**config.mk**
```make
export PLATFORM = sky130hd
export DESIGN_NAME = char_pwm_generator
export DESIGN_NICKNAME = d
export VERILOG_FILES = /design/src/rtl/char_pwm_generator.sv
export SDC_FILE = /design/constraint.sdc
export NUM_CORES = 1
export LEC_CHECK = 0
export CAP_MARGIN = 5
export CORE_MARGIN = 2
export CORE_UTILIZATION = 40
export CTS_BUF_LIST = sky130_fd_sc_hd__clkbuf_8 sky130_fd_sc_hd__clkbuf_16
export DETAILED_ROUTE_END_ITERATION = 8
export SLEW_MARGIN = 20
export SYNTH_ARGS = -nofsm -noshare
export SYNTH_HDL_FRONTEND = slang
export SYNTH_SLANG_ARGS = --single-unit
export TNS_END_PERCENT = 30
```
**constraint.sdc**
```tcl
create_clock -name clk -period 5.07 [get_ports clk]
set_input_delay 1.521 -clock clk [delete_from_list [all_inputs] [get_ports clk]]
set_output_delay 1.521 -clock clk [all_outputs]
set_load 0.02 [all_outputs]
```
**src/rtl/char_pwm_generator.sv**
```systemverilog
// Character-bitmap PWM encoder: serializes a 4x4 glyph as 16 fixed-length
// PWM slots on one line. Wide pulses mark lit pixels and narrow pulses mark dark ones.
//
// Ports:
//   clk         - rising-edge clock
//   rst         - asynchronous active-high reset
//   char_select - glyph select, 0..3 -> CHAR0..CHAR3, sampled at frame start
//   digit       - registered PWM pixel stream
module char_pwm_generator #(
    parameter int unsigned SLOT_CYCLES = 8,
    parameter int unsigned DUTY_ON     = 6,
    parameter int unsigned DUTY_OFF    = 1,
    parameter logic [15:0] CHAR0       = 16'hF99F,
    parameter logic [15:0] CHAR1       = 16'h2627,
    parameter logic [15:0] CHAR2       = 16'hE3CF,
    parameter logic [15:0] CHAR3       = 16'hF71F
) (
    input  logic       clk,
    input  logic       rst,
    input  logic [1:0] char_select,
    output logic       digit
);

    localparam logic [7:0]  SLOT_LAST = 8'(SLOT_CYCLES - 1);
    localparam logic [31:0] D_ON      = 32'(DUTY_ON);
    localparam logic [31:0] D_OFF     = 32'(DUTY_OFF);

    logic [7:0]  slot_cnt;
    logic [3:0]  pix_idx;
    logic [1:0]  char_q;

    logic        frame_start;
    logic [1:0]  sel;
    logic [15:0] bitmap;
    logic        lit;
    logic [31:0] duty;
    logic        pulse;

    always_comb begin
        frame_start = (pix_idx == 4'd0) && (slot_cnt == 8'd0);
        // The live input is used on the frame-start cycle itself so the
        // first slot already reflects the new glyph.
        sel    = frame_start ? char_select : char_q;
        bitmap = CHAR0;
        unique case (sel)
            2'd0: bitmap = CHAR0;
            2'd1: bitmap = CHAR1;
            2'd2: bitmap = CHAR2;
            2'd3: bitmap = CHAR3;
        endcase
        // Slot p carries bit 15-p, which is simply the inverted index.
        lit   = bitmap[~pix_idx];
        duty  = lit ? D_ON : D_OFF;
        pulse = {24'd0, slot_cnt} < duty;
    end

    always_ff @(posedge clk or posedge rst) begin
        if (rst) begin
            digit    <= 1'b0;
            slot_cnt <= 8'd0;
            pix_idx  <= 4'd0;
            char_q   <= 2'd0;
        end else begin
            digit <= pulse;
            if (frame_start)
                char_q <= char_select;
            if (slot_cnt == SLOT_LAST) begin
                slot_cnt <= 8'd0;
                pix_idx  <= pix_idx + 4'd1;
            end else begin
                slot_cnt <= slot_cnt + 8'd1;
            end
        end
    end

endmodule

```
== Word-level counts from Yosys, hierarchy flattened ==
Cells that the tools add are included.

* Register bits after elaboration: 15
* Output and inout bits: 1
* Word-level logic and storage cells: 23

* $add $sub $neg: 2
* $lt $le $gt $ge: 2
* Equal/unequal tests: 4
* Multiplexer cells: 6
* Bitwise gates (word level): 1
* Reductions and logical operators: 4

{| class="wikitable"
|+ Operator list
! kind !! number
|-
| 16-bit one-hot mux with 4 select lines || 1
|-
| 8-bit by 1-bit adder with 8-bit output, second input constant || 1
|-
| 8-bit by 3-bit == test with 1-bit output, second input constant || 1
|-
| 8-bit logical NOT || 1
|-
| 8-bit by 3-bit less-than comparator with 1-bit output || 1
|-
| 8-bit 2-to-1 mux || 1
|-
| 4-bit by 5-bit less-than comparator with 1-bit output, second input constant || 1
|-
| 4-bit by 1-bit adder with 4-bit output, second input constant || 1
|-
| 1-bit binary-select mux with 4-bit select || 1
|-
| 2-bit == test, second input constant || 2
|-
| 4-bit logical NOT || 1
|-
| 4-bit NOT || 1
|-
| 3-bit 2-to-1 mux || 1
|-
| 2-bit by 1-bit == test with 1-bit output, second input constant || 1
|-
| 2-bit logical NOT || 1
|-
| 2-bit 2-to-1 mux || 1
|-
| 1-bit logical AND || 1
|-
| 1-bit 2-to-1 mux || 1
|}

== Longest topological paths before layout ==
* Depth after elaboration: 9
* Depth in mapped cells: 18
* Depth with buffers taken out: 17

== Least setup slack after synthesis ==
OpenSTA, ideal clock, no wires.

* Path type: input port to flip-flop
* Start: in char_select[0]
* End: reg digit
* Arrival: 4.063 ns
* Path slack: 0.935 ns
* Stages: 14
* Cells stage by stage: nand2b_1 -> or4_4 -> nand2_1 -> inv_1 -> ha_1 -> a2111oi_0 -> a311oi_1 -> a211oi_2 -> inv_1 -> ha_1 -> nor2_1 -> and2b_1 -> a221o_1 -> nor2_1

* Longest elaborated chain between the ends: 7

{| class="wikitable"
|+ Ends and longest elaborated chain
! item !! line !! RTL
|-
| start: declaration || 20 || <nowiki>input logic [1:0] char_select,</nowiki>
|-
| 2-bit 2-to-1 mux (*) || - ||
|-
| net sel[0] || 33 || <nowiki>logic [1:0] sel;</nowiki>
|-
| 2-bit == test (tied with other cells) || 45 || <nowiki>unique case (sel)</nowiki>
|-
| 16-bit one-hot mux with 4 select lines (*) || 45 ||
|-
| 1-bit binary-select mux with 4-bit select (*) || 52 || <nowiki>lit = bitmap[~pix_idx];</nowiki>
|-
| 1-bit 2-to-1 mux (not written as such) (*) || 52 ||
|-
| 3-bit 2-to-1 mux (*) || 53 || <nowiki>duty = lit ? D_ON : D_OFF;</nowiki>
|-
| 8-bit by 3-bit less-than comparator with 1-bit output (*) || 54 || <nowiki>pulse = {24'd0, slot_cnt} < duty;</nowiki>
|-
| net pulse || 37 || <nowiki>logic pulse;</nowiki>
|-
| end signal: assignment || 64 || <nowiki>digit <= pulse;</nowiki>
|-
| end: declaration || 21 || <nowiki>output logic digit</nowiki>
|}

Mark *: on every way through the listed nets, which the timed path passes. The rest lies on a longest branch. The select of a mux whose other input is x is not followed.
A chain may end at the register's enable or synchronous reset.

== Worst setup path after layout ==
Same ends and word-level chain as after synthesis.

==> run_results.csv <==
group,metric,value,unit
synthesis,synth_edf_count,0,
route,wl_per_cell,13.65,um
grt,overflow,0,
placed_design,placed_area,1090,um2
route,via_per_inst,5.416,
timing,relSlewSlack,0.6102,
route,first_pass_iters,4,
layout,nets,123,
clock_network,cts_resized,0,
synthesis,synth_flop_cell,"dfrtp_1",
timing,layout_min_cycle_time,4624,ps
placed_design,place.port_buffers,4,
layout,antenna_cells,0,
grt,grt_usage,0.1357,
route,antenna_left,0,
layout,final_cell_area,1136,um2
grt,grt_pass1_vias,751,
power,leakage,0.0005146,uW
route,drt_wl_total,1.870,mm
grt,antenna_found_initial,0,
timing,finalHoldViolCount,0,
synthesis,synth-seq-area-share,0.3563,
timing,drv_slew,0,
power,power.total,237.5,uW
worst_setup_path,critPathCaptureType,"flop",
worst_hold_path,hold_path_class,"reg -> reg",
clock_network,clockRootBuffer,"clkbuf_8",
layout,area_growth,7.839,%
synthesis,synth_area,1054,um2
clock_network,clk_latency,250,ps
die,start_util,0.4253,
timing,fin_crit_sh,0.9121,
synthesis,ys_seq_elements,15,
synthesis,syn_avg_cell_area,10.23,um2
layout,fillers,258,
timing,tightest_slew,584.0,ps
clock_network,cts_sinks,15,
placed_design,dpl.hpwl,1.420,mm
synthesis,async_flop_share,1.000,
synthesis,syn_nets,118,
clock_network,cts_buffers,3,
worst_setup_path,crit_arrival,4810,ps
route,num_vias,742,
route,drt-initial-drc-count,13,
worst_setup_path,crit_fanout,5,
clock_network,clkTransAtPathRegs,70,ps
timing,rsz0062_at_grt,"false",
clock_network,cts_hold_repair.buffers,0,
synthesis,synth_cell_types,34,
worst_setup_path,path_class,"in -> reg",
die,dieWidth,55.32,um
die,core_area,2477,um2
worst_setup_path,start_kind,"input pin",
die,io_pins,5,
die,rows,18,
worst_setup_path,critPathRequiredTime,5260,ps
die,fp.dieArea,3060,um2
timing,setup_viol,0,
layout,final_util,0.4586,
clock_network,cts_setup_buffers,0,
timing,fin_skew,5.115,ps
placed_design,dp.cells,133,
power,power_density,209.1,nW/um2
layout,drive_gt1_frac,0.1215,
clock_network,h-tree-depth,1,
route,route.detailed.drc,0,
clock_network,cts_tree,"yes",
timing,setup_tns,0,ps
layout,finalNonFillerCells,137,
grt,grt_max_degree,16,
synthesis,yosysWarnings,0,
job,cap_viol_max_count,0,
timing,fmax,216.3,MHz
clock_network,max-clock-path-buffers,2,
placed_design,place_congestion,0.7852,
grt,grt_pass1_wl,3.367,mm
run_status,status,"finished clean",
layout,seq_area,375.4,um2
die,die_y,55.32,um
synthesis,syn-instance-count,103,
power,ir_drop,0.0001351,V
layout,multi_input_area,603.1,um2
==> cell families after synthesis <==
logic type                 after synthesis  synth area share
xor gates and xnor gates                 9           0.07483
AOI/OAI and AO/OA                       19            0.1449
and+or+nand+nor                         33            0.1900
muxes                                    3           0.03206
DFF                                     15            0.3563
buffers and inverters                   13           0.07126
adders and majority gates               11            0.1306
==> critical path, stage by stage <==
cell	delay, ps
clkdlybuf4s50_1	460
nand2b_1	60
or4_4	430
nand2_1	140
inv_1	110
ha_1	250
a2111oi_0	400
a311oi_1	130
a211oi_2	280
inv_1	70
ha_1	270
nor2_1	130
and2b_1	200
a221o_1	280
nor2_1	80
==> cells in the mapped netlist, types with 2 or more instances <==
library cell | count | area share
a2111oi_0 | 2 | 0.017
a211oi_1 | 2 | 0.014
a311o_1 | 2 | 0.019
a311oi_1 | 2 | 0.017
buf_6 | 3 | 0.032
dfrtp_1 | 15 | 0.36
ha_1 | 11 | 0.13
inv_1 | 9 | 0.032
mux2_2 | 3 | 0.032
nand2_1 | 5 | 0.018
nand2b_1 | 5 | 0.030
nand3_1 | 4 | 0.019
nor2_1 | 9 | 0.032
o21ai_0 | 3 | 0.014
or4_4 | 2 | 0.021
xnor2_1 | 8 | 0.067
==> final timing paths <==
kind                                       startpoint                endpoint  slack [ps]  cells after the start
min in group asynchronous                         rst   slot_cnt[3]$_DFF_PP0_        1630                      2
worst max register to register  slot_cnt[5]$_DFF_PP0_         digit$_DFF_PP0_         850                     16
max in group asynchronous                         rst  pix_idx[3]$_DFFE_PP0N_        3060                      2
worst min register to register  slot_cnt[7]$_DFF_PP0_   slot_cnt[7]$_DFF_PP0_         490                      1
worst min-delay path            slot_cnt[7]$_DFF_PP0_   slot_cnt[7]$_DFF_PP0_         490                      1
worst max-delay path                   char_select[0]         digit$_DFF_PP0_         450                     15
==> sequential cells by signal (all words and copies together), names as in the netlist <==
| name | count |
|---|---|
| char_q | 2 |
| digit | 1 |
| pix_idx | 4 |
| slot_cnt | 8 |
==> cell type report <==
type / instances / area share
flip-flops and latches: 15 / 0.3304
inverters: 9 / 0.02974
repair buffers: 4 / 0.03524
multi-input cells: 75 / 0.5308
well taps: 30 / 0.03304
clock buffers: 3 / 0.03634
clock inverters: 1 / 0.004405
==> power by group <==
group          switching (uW)  leakage (uW)  internal (uW)  total (uW)
logic                    9.59      0.000304           7.71        17.3
registers               0.239      0.000186            121         121
clock network            44.8     0.0000255           54.5        99.3
total                    54.7      0.000515            183         238
==> through the flow <==
| stage | hold WS [ps] | setup slack [ps] |
|---|---|---|
| after floorplan | 446.4 | 935.0 |
| after global placement | 469.2 | 306.3 |
| after detailed placement | 468.8 | 174.0 |
| after CTS | 482.0 | 415.1 |
| after global routing | 512.0 | 107.3 |
| final | 486.3 | 445.7 |
==> layout by cell type (no fill, tap or decap), types with 4 or more instances in the layout <==
cell type	n
dfrtp_1	15
clkdlybuf4s50_1	4
nand2_1	5
ha_1	11
xnor2_1	8
nand2b_1	5
nand3_1	4
inv_1	9
nor2_1	9
==> routing by layer <==
metal | part of all wire | track usage
met1 | 0.50 | 0.1769
met2 | 0.47 | 0.2228
met3 | 0.026 | 0.03747
met4 | 0.0043 | 0.03136
met5 | 0 | 0
No activity file was read; power rests on OpenSTA's default activity.
